## src/rtl/alu_ctrl_fsm.sv

```systemverilog
// alu_ctrl_fsm: multi-cycle fetch/decode/execute controller for the ALU datapath.
// Owns the PC, latches 9-bit instructions from a synchronous ROM and drives
// ALU function, register-file and immediate controls, four cycles per instruction.
module alu_ctrl_fsm #(
  parameter int PC_W = 8
) (
  input  logic            Clk,
  input  logic            Reset,
  input  logic            Start,
  input  logic [8:0]      InstIn,
  input  logic            takeBranch,
  output logic [PC_W-1:0] InstAddr,
  output logic [2:0]      AluFunc,
  output logic [2:0]      RdAddrB,
  output logic [2:0]      WrAddr,
  output logic            WrEn,
  output logic            WrSel,
  output logic [7:0]      Imm,
  output logic            Busy,
  output logic            Done,
  output logic [15:0]     RetCount
);

  typedef enum logic [2:0] {
    IDLE,
    FETCH,
    DECODE,
    EXEC,
    WB,
    HALT
  } state_e;

  // Major opcodes in IR[8:6]; anything with IR[8]=0 is R-type.
  localparam logic [2:0] OP_LI   = 3'b100;
  localparam logic [2:0] OP_BR   = 3'b101;
  localparam logic [2:0] OP_JMP  = 3'b110;
  localparam logic [2:0] OP_HALT = 3'b111;

  state_e          state;
  logic [PC_W-1:0] pc;
  logic [8:0]      ir;
  logic            br_flag;

  logic [PC_W-1:0] br_off;
  logic [PC_W-1:0] jmp_tgt;

  // Branch offset is sign-extended, jump target zero-extended, both to PC width.
  assign br_off   = {{(PC_W-6){ir[5]}}, ir[5:0]};
  assign jmp_tgt  = {{(PC_W-6){1'b0}}, ir[5:0]};
  assign InstAddr = pc;

  // Controller state, PC, IR, branch flag and all registered outputs.
  // NOTE: every register here uses <= so all reads see pre-edge values,
  // which is what lets WB use the old pc and br_flag in the same edge.
  always_ff @(posedge Clk) begin
    if (Reset) begin
      // NOTE: reset is synchronous; it is just the highest-priority branch
      // of the clocked block, so Reset also beats a simultaneous Start.
      state    <= IDLE;
      pc       <= '0;
      ir       <= '0;
      br_flag  <= 1'b0;
      AluFunc  <= '0;
      RdAddrB  <= '0;
      WrAddr   <= '0;
      WrEn     <= 1'b0;
      WrSel    <= 1'b0;
      Imm      <= '0;
      Busy     <= 1'b0;
      Done     <= 1'b0;
      RetCount <= '0;
    end else begin
      case (state)
        IDLE: begin
          if (Start) begin
            pc    <= '0;
            Busy  <= 1'b1;
            state <= FETCH;
          end
        end

        FETCH: begin
          // ROM sees pc this cycle and returns the word during DECODE.
          state <= DECODE;
        end

        DECODE: begin
          ir      <= InstIn;
          AluFunc <= '0;
          RdAddrB <= '0;
          WrAddr  <= '0;
          WrSel   <= 1'b0;
          Imm     <= '0;
          if (!InstIn[8]) begin
            AluFunc <= InstIn[7:5];
            RdAddrB <= InstIn[4:2];
            WrAddr  <= {1'b0, InstIn[1:0]};
          end else if (InstIn[8:6] == OP_LI) begin
            WrSel <= 1'b1;
            Imm   <= {2'b00, InstIn[5:0]};
          end else if (InstIn[8:6] != OP_HALT) begin
            Imm <= {2'b00, InstIn[5:0]};
          end
          state <= EXEC;
        end

        EXEC: begin
          if (!ir[8]) begin
            br_flag <= takeBranch;
          end
          if (ir[8:6] == OP_HALT) begin
            AluFunc <= '0;
            RdAddrB <= '0;
            WrAddr  <= '0;
            WrSel   <= 1'b0;
            Imm     <= '0;
            Busy    <= 1'b0;
            Done    <= 1'b1;
            if (RetCount != 16'hFFFF) begin
              RetCount <= RetCount + 16'd1;
            end
            state <= HALT;
          end else begin
            WrEn  <= !ir[8] || (ir[8:6] == OP_LI);
            state <= WB;
          end
        end

        WB: begin
          WrEn    <= 1'b0;
          AluFunc <= '0;
          RdAddrB <= '0;
          WrAddr  <= '0;
          WrSel   <= 1'b0;
          Imm     <= '0;
          if (RetCount != 16'hFFFF) begin
            RetCount <= RetCount + 16'd1;
          end
          case (ir[8:6])
            OP_BR:   pc <= br_flag ? pc + br_off : pc + PC_W'(1);
            OP_JMP:  pc <= jmp_tgt;
            default: pc <= pc + PC_W'(1);
          endcase
          state <= FETCH;
        end

        HALT: begin
          if (Start) begin
            pc      <= '0;
            br_flag <= 1'b0;
            Done    <= 1'b0;
            Busy    <= 1'b1;
            state   <= FETCH;
          end
        end

        default: state <= IDLE;
      endcase
    end
  end

endmodule

```

## config.mk

```make
export PLATFORM = sky130hd
export DESIGN_NAME = alu_ctrl_fsm
export DESIGN_NICKNAME = d
export VERILOG_FILES = /design/src/rtl/alu_ctrl_fsm.sv
export SDC_FILE = /design/constraint.sdc
export NUM_CORES = 1
export LEC_CHECK = 0
export BUFFER_PORTS_ARGS = -buffer_cell sky130_fd_sc_hd__buf_2
export CORE_MARGIN = 5
export CORE_UTILIZATION = 55
export DETAILED_ROUTE_END_ITERATION = 10
export PLACE_DENSITY = 0.88
export RECOVER_POWER = 50
export REMOVE_ABC_BUFFERS = 1
export SLEW_MARGIN = 10
export SYNTH_ARGS = -nofsm -noshare
export SYNTH_HDL_FRONTEND = slang
export SYNTH_SLANG_ARGS = --single-unit
```

## constraint.sdc

```tcl
create_clock -name Clk -period 2.2 [get_ports Clk]
set_input_delay 0.66 -clock Clk [delete_from_list [all_inputs] [get_ports Clk]]
set_output_delay 0.66 -clock Clk [all_outputs]
set_load 0.1 [all_outputs]
```

==> results_dict.tcl <==
set metrics [dict create \
    dp_worst_setup_slack_ps 170 \
    gr-total-overflow 0 \
    io_pins 58 \
    hp-class "reg2reg" \
    max_cap_viol_count 0 \
    dieArea_sq_mm 0.00694 \
    cts_buffers 5 \
    grt_antenna_before_repair 0 \
    path_delay_family "compound AO/OA/AOI/OAI gates" \
    ys_types 56 \
    rsz0062_at_grt "no" \
    synth_area_leaders "dfxtp_1, a21oi_1, nor2_1, xnor2_1, a22oi_1" \
    seqCellArea_sq_mm 0.00110 \
    layout-drive-gt1-share 0.214 \
    cpMostUsedCell "a21o_1" \
    postCtsHoldBufs 0 \
    ant_nets 0 \
    cts_sinks 55 \
    area_growth_pct 16.4 \
    avgSynthCellArea_sq_um 8.23 \
    start_util 0.571 \
    synth_flop_cell "dfxtp_1" \
    design_area_sq_mm 0.00344 \
    min_period_ps 2130 \
    grt_pass1_vias 2832 \
    syn_inst 359 \
    drt_pass1_iterations 5 \
    core_area_sq_mm 0.00517 \
    clock_latency_ps 320 \
    die_y_microns 83.3 \
    setup_ws_ps 70.2 \
    max_stage_delay_ps 420 \
    wirelength_mm 7.42 \
    worst_slew_pin_slew_ps 547 \
    grt.total_usage 0.217 \
    clkTransAtPathRegs_ps 110 \
    skew_ps 11.9 \
    finalSetupViolations 0 \
    fill_cells 447 \
    synth_top_cell_by_area "dfxtp_1" \
    synthesis.area_sq_mm 0.00295 \
    multi_input_area_sq_mm 0.00173 \
    hold_viol_final 0 \
    die_x_microns 83.3 \
    post_cts_resize_count 0 \
    finalNonFillerCells 490 \
    critPathRequiredTime_ps 2460 \
    cp_max_fo 7 \
    worstPathCellList "ha_1, fa_1, a21o_1, a21oi_1, o21ai_0, a21o_1, a31oi_1" \
    start_kind "flip-flop" \
    max_freq_ghz 0.470 \
    first_iter_violations 182 \
    num_antenna_cells 0 \
    fin_crit_sh 0.968 \
    drcViolationCount 0 \
    cts.path.max_buffers 2 \
    post_cts_buffers 0 \
    setup_tns_ps 0 \
    wl_per_cell_microns 15.1 \
    critPathLaunch "InstAddr[0]$_SDFFE_PP0P_" \
    viasPerCell 5.86 \
    status "complete, no violations" \
    cpMaxStageDelayCell "fa_1" \
    cellPowerDensity_mw_per_mm2 591 \
    io_buffers 54 \
    synth_seq_cells 55 \
    crit_buf_inv 0 \
    row_count 26 \
    finalNetCount 442 \
    cp.arrival_ps 2390 \
    synth_edf_count 0 \
    slew_headroom 0.637 \
    routabilityCongestion 0.892 \
    htree_levels 2 \
    vdd_drop_max_mv 0.419 \
    grt_max_degree 28 \
    end_kind "flip-flop" \
    dpl_cell_area_sq_mm 0.00336 \
    cts_root_buffer "clkbuf_8" \
    tritoncts "yes" \
    yosysSeqAreaShare 0.373 \
    slew_viol_final 0 \
    criticalPathCategory "reg2reg" \
    synth_top_area_frac 0.373 \
    yosys_warnings 0 \
    grt_pass1_wl_mm 12.8 \
    num_vias 2869 \
    dp_hpwl_mm 5.40 \
    p_leak_nw 1.45 \
    power_mw 2.03 \
    holdCritStartpoint "Done$_SDFFE_PP0P_" \
    async_flop_share 0 \
    placed_cells 482 \
    r2r_start "InstAddr[0]$_SDFFE_PP0P_" \
]
==> power breakdown <==
group,switching (mW),internal [mW],leakage [nW]
registers,0.0329,1.03,0.445
clock network,0.363,0.237,0.0467
logic,0.276,0.0968,0.959
total,0.672,1.36,1.45
==> worst min-delay path: cells and delay by family (launching register included) <==
family	cells	cell delay (ps)
compound gates	1	60
buf+inv	1	50
flops	1	320
==> cells in the final DEF (no fill, tap or decap), types with 2 or more instances in the layout <==
cell type  instances
dfxtp_1           55
nor2_1            43
buf_2             38
a21oi_1           35
nand2_1           33
o21ai_0           18
a22oi_1           17
clkbuf_2          17
xnor2_1           16
buf_4             15
nand3_1           13
nor3_1            10
ha_1               9
a21o_1             6
inv_1              6
nand4_1            6
nand2b_1           5
xor2_1             5
clkbuf_8           5
nor4_1             4
clkbuf_1           4
nand3b_1           3
nor3b_1            3
a31oi_1            3
and3_1             3
mux2i_1            3
conb_1             3
or2_2              2
nand4b_1           2
and3b_1            2
or3b_2             2
nor2b_1            2
nor4b_1            2
and4_1             2
a211oi_1           2
==> metal layers <==
layer | routed length (microns) | global-route usage | vias up
met5 | 0 | 0 | -
met4 | 164 | 0.0862 | 0
met3 | 509 | 0.0475 | 20
met2 | 3670 | 0.370 | 120
met1 | 3070 | 0.265 | 1333
li1 | - | - | 1396
==> cells in the mapped netlist, types with 6 or more instances <==
cell	instances
a21o_1	6
a21oi_1	35
a22oi_1	17
buf_2	7
clkbuf_1	12
dfxtp_1	55
ha_1	9
inv_1	6
nand2_1	33
nand3_1	13
nand4_1	6
nor2_1	43
nor3_1	10
o21ai_0	18
xnor2_1	16
==> worst paths after layout <==
| check | endpoint | slack (ps) | cells after the start |
|---|---|---|---|
| worst max-delay path | InstAddr[6]$_SDFFE_PP0P_ | 70 | 7 |
| worst min-delay path | Done$_SDFFE_PP0P_ | 480 | 2 |
| worst max register to register | InstAddr[6]$_SDFFE_PP0P_ | 70 | 7 |
| worst min register to register | Done$_SDFFE_PP0P_ | 480 | 2 |
==> sequential cells by signal (all words and copies together) (netlist names), 2 cells and up <==
| register | count |
|---|---|
| WrAddr | 2 |
| InstAddr | 8 |
| RdAddrB | 3 |
| AluFunc | 3 |
| RetCount | 16 |
| Imm | 6 |
| ir | 9 |
| state | 3 |
==> through the flow <==
stage | util | hold WS, ps
finish | 0.665 | 481
global route | 0.665 | 513
CTS | 0.668 | 476
detailed placement | 0.649 | 461
global placement | 0.649 | 450
floorplan | - | 447
==> logic make-up (layout without fill, tap and decap cells) <==
family | Yosys count | in the layout | synth area share
buf+inv | 29 | 88 | 0.0449
fa+ha+maj | 10 | 10 | 0.0449
mux | 5 | 5 | 0.0178
compound gates | 92 | 92 | 0.193
xor+xnor | 21 | 21 | 0.0623
other cells | 1 | 3 | 0.00127
simple gates | 146 | 146 | 0.263
flops | 55 | 55 | 0.373
==> layout make-up <==
| class | instances | share of cell area |
|---|---|---|
| inverters | 6 | 0.00655 |
| clock inverters | 3 | 0.00801 |
| flip-flops and latches | 55 | 0.320 |
| repair buffers | 74 | 0.117 |
| clock buffers | 5 | 0.0200 |
| well taps | 70 | 0.0255 |
| multi-input cells | 277 | 0.503 |
Power figures use the tool's default switching activity.
